`config.mk`:
```
export PLATFORM = sky130hd
export DESIGN_NAME = periph_bus_arbiter
export DESIGN_NICKNAME = d
export VERILOG_FILES = /design/src/rtl/periph_bus_arbiter.sv
export SDC_FILE = /design/constraint.sdc
export NUM_CORES = 1
export LEC_CHECK = 0
export ABC_AREA = 1
export BUFFER_PORTS_ARGS = -buffer_cell sky130_fd_sc_hd__buf_2
export CAP_MARGIN = 10
export CORE_AREA = 2 2 121 123
export DETAILED_ROUTE_END_ITERATION = 6
export DIE_AREA = 0 0 123 125
export PLACE_DENSITY = 0.53
export SETUP_SLACK_MARGIN = 0.15
export SLEW_MARGIN = 10
export SYNTH_ARGS = -nofsm -noshare
export SYNTH_HDL_FRONTEND = slang
export SYNTH_SLANG_ARGS = --single-unit
```
`constraint.sdc`:
```
create_clock -name clk -period 1.7 [get_ports clk]
set_clock_uncertainty 0.1 [all_clocks]
set_input_delay 0 -clock clk [delete_from_list [all_inputs] [get_ports clk]]
set_output_delay 0 -clock clk [all_outputs]
set_load 0.02 [all_outputs]
```
`src/rtl/periph_bus_arbiter.sv`:
```
// rtl/periph_bus_arbiter.sv - two-master round-robin peripheral bus arbiter with lock watchdog
module periph_bus_arbiter #(
  parameter int QUANTUM = 8,
  parameter int TIMEOUT = 64
) (
  input  logic        clk,
  input  logic        reset,
  input  logic        m0_req,
  input  logic        m1_req,
  input  logic        m0_lock,
  input  logic        m1_lock,
  input  logic        m0_rd,
  input  logic        m1_rd,
  input  logic        m0_wr,
  input  logic        m1_wr,
  input  logic [31:0] m0_addr,
  input  logic [31:0] m1_addr,
  input  logic [31:0] m0_wdata,
  input  logic [31:0] m1_wdata,
  output logic        m0_gnt,
  output logic        m1_gnt,
  output logic        m0_ack,
  output logic        m1_ack,
  output logic [31:0] m0_rdata,
  output logic [31:0] m1_rdata,
  output logic        rd,
  output logic        wr,
  output logic [31:0] addr,
  output logic [31:0] wdata,
  input  logic [31:0] rdata,
  input  logic        err_clr,
  output logic [1:0]  timeout_err
);

  localparam int CW = $clog2(TIMEOUT + 1);
  localparam logic [CW-1:0] HOLD_MAX = CW'(TIMEOUT);
  localparam logic [CW-1:0] QUANT_LIM = CW'(QUANTUM - 1);
  localparam logic [CW-1:0] LOCK_LIM = CW'(TIMEOUT - 1);

  typedef enum logic [1:0] {IDLE, GNT0, GNT1} state_t;

  state_t          state_q, state_d;
  logic            last_q, last_d;
  logic [CW-1:0]   hold_q, hold_d;
  logic [1:0]      err_q, err_d;
  logic            owner;
  logic            own_req, own_lock, other_req, lock_expire;

  always_ff @(posedge clk or negedge reset) begin
    if (!reset) begin
      state_q <= IDLE;
      last_q  <= 1'b1;
      hold_q  <= '0;
      err_q   <= 2'b00;
    end else begin
      state_q <= state_d;
      last_q  <= last_d;
      hold_q  <= hold_d;
      err_q   <= err_d;
    end
  end

  assign owner     = (state_q == GNT1);
  assign own_req   = owner ? m1_req  : m0_req;
  assign own_lock  = owner ? m1_lock : m0_lock;
  assign other_req = owner ? m0_req  : m1_req;
  assign lock_expire = own_lock && (hold_q == LOCK_LIM);

  always_comb begin
    state_d = state_q;
    last_d  = last_q;
    hold_d  = hold_q;
    err_d   = err_clr ? 2'b00 : err_q;
    case (state_q)
      IDLE: begin
        hold_d = '0;
        // On a tie the master that was not served last wins.
        if (m0_req && (!m1_req || last_q)) begin
          state_d = GNT0;
          last_d  = 1'b0;
        end else if (m1_req) begin
          state_d = GNT1;
          last_d  = 1'b1;
        end
      end
      GNT0, GNT1: begin
        if (hold_q != HOLD_MAX) hold_d = hold_q + 1'b1;
        if (lock_expire) err_d[owner] = 1'b1;
        if (!own_req || (!own_lock && other_req && hold_q >= QUANT_LIM) || lock_expire)
          state_d = IDLE;
      end
      default: state_d = IDLE;
    endcase
  end

  assign m0_gnt      = (state_q == GNT0);
  assign m1_gnt      = (state_q == GNT1);
  assign timeout_err = err_q;

  always_comb begin
    rd    = 1'b0;
    wr    = 1'b0;
    addr  = '0;
    wdata = '0;
    if (m0_gnt) begin
      rd    = m0_rd;
      wr    = m0_wr;
      addr  = m0_addr;
      wdata = m0_wdata;
    end else if (m1_gnt) begin
      rd    = m1_rd;
      wr    = m1_wr;
      addr  = m1_addr;
      wdata = m1_wdata;
    end
  end

  assign m0_ack   = m0_gnt & (m0_rd | m0_wr);
  assign m1_ack   = m1_gnt & (m1_rd | m1_wr);
  assign m0_rdata = (m0_gnt & m0_rd) ? rdata : 32'h0;
  assign m1_rdata = (m1_gnt & m1_rd) ? rdata : 32'h0;

endmodule

```
# Yosys cells after proc, flatten, opt, wreduce, memory -nomap -nowiden

Index checks and enable logic that the tools add are counted.
W data, S select, Z words.

Eq/ne operators: 7
Add/sub/neg operators: 1
Order comparisons: 3
Reduce and logical (&&, ||, !) cells: 18
Bitwise gates (word level): 7
Multiplexer cells: 26

Operators with widths:

| operator              | count |
|---|---|
| $mux W32              | 6 |
| $pmux W7 S2           | 1 |
| $mux W2               | 6 |
| $mux W1               | 10 |
| $add A7 B1 Y7 const B | 1 |
| $eq A7 B6 Y1 const B  | 1 |
| $ge A7 B3 Y1 const B  | 1 |
| $mux W7               | 1 |
| $ne A7 B7 Y1 const B  | 1 |
| $reduce_and A2 Y1     | 3 |
| $logic_and A1 B1 Y1   | 5 |
| $and A1 B1 Y1         | 4 |
| $ne A2 B2 Y1 const B  | 2 |
| $pmux W2 S2           | 1 |
| $reduce_bool A2 Y1    | 2 |
| $logic_not A1 Y1      | 3 |
| $logic_or A1 B1 Y1    | 3 |
| $ne A3 B3 Y1 const B  | 1 |
| $eq A2 B1 Y1 const B  | 1 |
| $eq A2 B2 Y1 const B  | 1 |
| $logic_not A2 Y1      | 1 |
| $lt A1 B2 Y1 const B  | 1 |
| $or A1 B1 Y1          | 2 |
| $or A2 B2 Y2          | 1 |
| 3 further kinds       | 3 |

Output and inout bits: 136
Bits in registers: 12
Bits of input ports: 171
Logic and storage cells: 66

# Longest topological paths before layout

Depth after elaboration: 9
Mapped depth: 13
Mapped depth without buffers: 12

# Worst setup path after synthesis

No wires, ideal clock.

Path type: register to output
Start: register state_q[0]
End: output wr
Required time: 1600 ps
Cell stages (with the launch flop): 7
Path buffers: 2
Arrival: 1672 ps
Slack: -72 ps
Cell sequence: dfrtp_1 inv_1 ha_1 buf_2 buf_2 nand2_1 o21ai_0

Longest elaborated chain between the ends: 3

RTL lines:

| element                | line | RTL |
|---|---|---|
| from (decl)            | 42   | `state_t state_q, state_d;` |
| from (signal assigned) | 56   | `state_q <= state_d;` |
| $eq A2 B2 Y1           | 97   | `assign m1_gnt = (state_q == GNT1);` |
| via m1_gnt             | 21   | `output logic m1_gnt,` |
| $mux W1                | 110  | `end else if (m1_gnt) begin` |
| $mux W1                | 105  | `if (m0_gnt) begin` |
| to (decl)              | 27   | `output logic wr,` |

The timed path passes the listed nets, and every way through them passes these cells.

# Worst setup path in the final report

Start: register state_q[0]
End: output m0_rdata[18]

Longest elaborated chain between the ends: 3

RTL lines:

| element       | line | RTL |
|---|---|---|
| $eq A2 B1 Y1  | 96   | `assign m0_gnt = (state_q == GNT0);` |
| $and A1 B1 Y1 | 120  | `assign m0_rdata = (m0_gnt & m0_rd) ? rdata : 32'h0;` |
| $mux W32      | 120  |  |
| to (decl)     | 24   | `output logic [31:0] m0_rdata,` |

Every way passes these cells.

==> run metrics <==
Post-Syn Nets 605; worst vdd ir 0.000957 V; Setup crit start kind flop; clock buffer depth 2; Pint 0.00414 W; Fin Setup TNS -55.8 ps; area grow syn2layout 202%; core area 14200 sq um; Util after Layout 44.6%; Setup WS pre-CTS 80.4 ps; Synth area leader nand2_1; I/O Buffers 306; clk_lat worst skew 240 ps; unique cell type count in the Yosys netlist 24; area share of the largest cell type after synthesis 29.2%; share of layout cells above drive strength 1 69.8%; Primary FF master, synth dfrtp_1; DRC Markers 0; Ports 307; FILL cells 1396; FFs w/ async S/R, synth 100%; Worst Reg-to-Reg Cells 12; vias in the first global route 3334; failing checks negative setup slack; final number of setup-violating endpoints 6; Max Slew Vio Count 0; Starting DRT DRC Count 203; Die W 123 um; yosys warns 0; Leak 3.33 nW; Clock Power Share 5.3%; switching power 0.00417 W; H-Tree Depth 1; CTS sink count 12; achievable frequency 583 MHz; shortest period the worst path allows 1720 ps; first-pass GRT wire length 17400 um; Hold Slack 76.0 ps; post-synthesis adder-cell area fraction 2.99%; Worst setup EP type primary output; Syn Std Cell Area 2090 sq um; number of max-cap violations 0; initial antenna violation count 0; worst-path maximum fanout 8; final hold vios 0; Synth Register Bits 12; gr ovfl total 0; met2 Use GR 24.9%; total number of vias 4082; row count 44; antenna viol nets, final 0; fin crit share 101%; switch share 50.2%; sequential share of power 5.1%; largest net degree at the start of global routing 39; Avg Cell Area, Syn 4.88 sq um; final worst slack -15.3 ps; DIE AREA 15400 sq um; post-synthesis xor/xnor area fraction 1.25%; global route hottest layer met2; final wirelength 15300 um; register area share after synthesis 14.4%; worst endpoint required time 1600 ps; M3 GR Usage 2.46%; top cells by area, synth nand2_1 29%, nand3_1 17%, dfrtp_1 13%; RSZ-0062 raised after global routing yes; area occupied by multi-input gates 2340 sq um; Synth Area in Compound Gates 4.24%; Vias per Instance 4.31; Clk pin slew, worst setup/hold paths 40 ps; DR WL/cell 16.2 um; M1 GR Usage 18.5%; mux share of post-synthesis cell area 0%; dpl cells 905; Post-synth EDFFs 0; root buf cell clkbuf_16; main combinational cell family by area after synthesis simple AND/OR/NAND/NOR gates; CTS tree done; Total Routing Usage GR 14.1%; initial core utilization 14.7%; total CTS buffers 3; drt first pass iters 4; Final GP Congestion 0.808; Die H 125 um; Layout Nets 939; hold crit path type input pin to asynchronous set/reset pin; Simple-Gate Fraction of Synth Area 62.1%; Syn Inst Count 429; worst-margin pin slew 289 ps; Crit Path Class flop to primary output; Final Non-Filler Cells 947; DP HPWL 8740 um; Slew headroom 80.7%; critical path arrival 1620 ps; power per cell area 1310 nW/um^2; status finished, violations left; register area 302 sq um; Gate power share 89.6%
## sequential cells by signal (all words and copies together), names as in the netlist
| name | cells |
|---|---|
| hold_q | 7 |
| timeout_err | 2 |
| state_q | 2 |
| last_q | 1 |
## placed cells by master (no fill, tap or decap), types with 2 or more instances in the layout
cell type / instances
nand3_1: 41
buf_16: 7
nand3_4: 3
nor2_4: 52
dlygate4sd3_1: 2
o21ai_1: 10
clkbuf_16: 18
ha_4: 2
nand2_2: 59
nor2_1: 15
nor2_2: 4
nand2_4: 10
inv_1: 44
nand2_1: 95
nand2_8: 3
inv_2: 6
nand3_2: 28
buf_4: 38
dfrtp_1: 11
buf_2: 180
buf_6: 103
xor2_1: 2
buf_12: 11
ha_1: 2
a21oi_1: 2
## critical path, cell delays in order, from the launching register on
cell	delay, ps
dfrtp_1	390
buf_6	130
ha_4	190
buf_12	140
nand2_8	110
clkbuf_16	200
nor2_1	50
buf_4	150
## cell type report
cell class,count,area share (%)
Clock buffer,4,1.24
Multi-Input combinational cell,337,37.0
Antenna cell,1,0.0395
Timing Repair Buffer,357,50.0
Tap cell,184,3.63
Sequential cell,12,4.76
Inverter,52,3.32
## layer usage
metal,vias to the layer above,wire [um]
met5,-,0
met4,0,150
met3,12,1000
met2,164,8020
met1,1915,6130
li1,1991,-
## worst paths after layout
path | startpoint | end | slack [ps]
max | state_q[0]$_DFFE_PN0P_ | m0_rdata[18] | -20
min | reset | hold_q[1]$_DFFE_PN0P_ | 80
min in group clk | m0_req | last_q$_DFFE_PN1P_ | 80
min reg2reg | last_q$_DFFE_PN1P_ | last_q$_DFFE_PN1P_ | 380
max in group asynchronous | reset | last_q$_DFFE_PN1P_ | 1150
max reg2reg | state_q[0]$_DFFE_PN0P_ | state_q[1]$_DFFE_PN0P_ | 80
## repair_timing
item | 4_1_cts | 5_1_grt
hold buffers | 2 | 0
pin swaps | 21 | 10
cloned | 6 | 18
gates resized for setup | 135 | 278
endpoints found under the hold margin | 14 | 0
buffers inserted | 6 | 5
setup endpoints to repair | 136 | 144
## metrics by stage
stage | cell area, sq um | power (W)
final | 6330 | 0.00831
after global routing | 6330 | 0.00877
after CTS | 4860 | 0.00658
after detailed placement | 4100 | 0.00495
after global placement | 4100 | 0.00496
after floorplan | 2260 | 0.00326
## synth_stat cells, types with 3 or more instances
cell type / instances
clkbuf_1: 13
inv_1: 46
nand3_1: 71
nand2_1: 163
inv_2: 6
buf_1: 4
ha_1: 5
buf_2: 11
nor2_1: 70
dfrtp_1: 11
o21ai_1: 9
nand2_2: 3
o21ai_0: 4
## kinds of logic (layout without fill, tap and decap cells)
| group | Yosys count | in the layout |
|---|---|---|
| xor gates and xnor gates | 3 | 3 |
| other | 0 | 1 |
| AOI/OAI and AO/OA | 17 | 17 |
| buffers and inverters | 80 | 413 |
| adders and majority gates | 5 | 5 |
| and+or+nand+nor | 312 | 312 |
| DFF | 12 | 12 |
## power by group through the flow
stage                     logic [W]  clock network, W  registers [W]
final                       0.00745          0.000444       0.000420
after global routing        0.00788          0.000465       0.000431
after CTS                   0.00571          0.000448       0.000415
after detailed placement    0.00453                 0       0.000419
after global placement      0.00454                 0       0.000421
after floorplan             0.00285                 0       0.000410
Power figures use the tool's default switching activity.
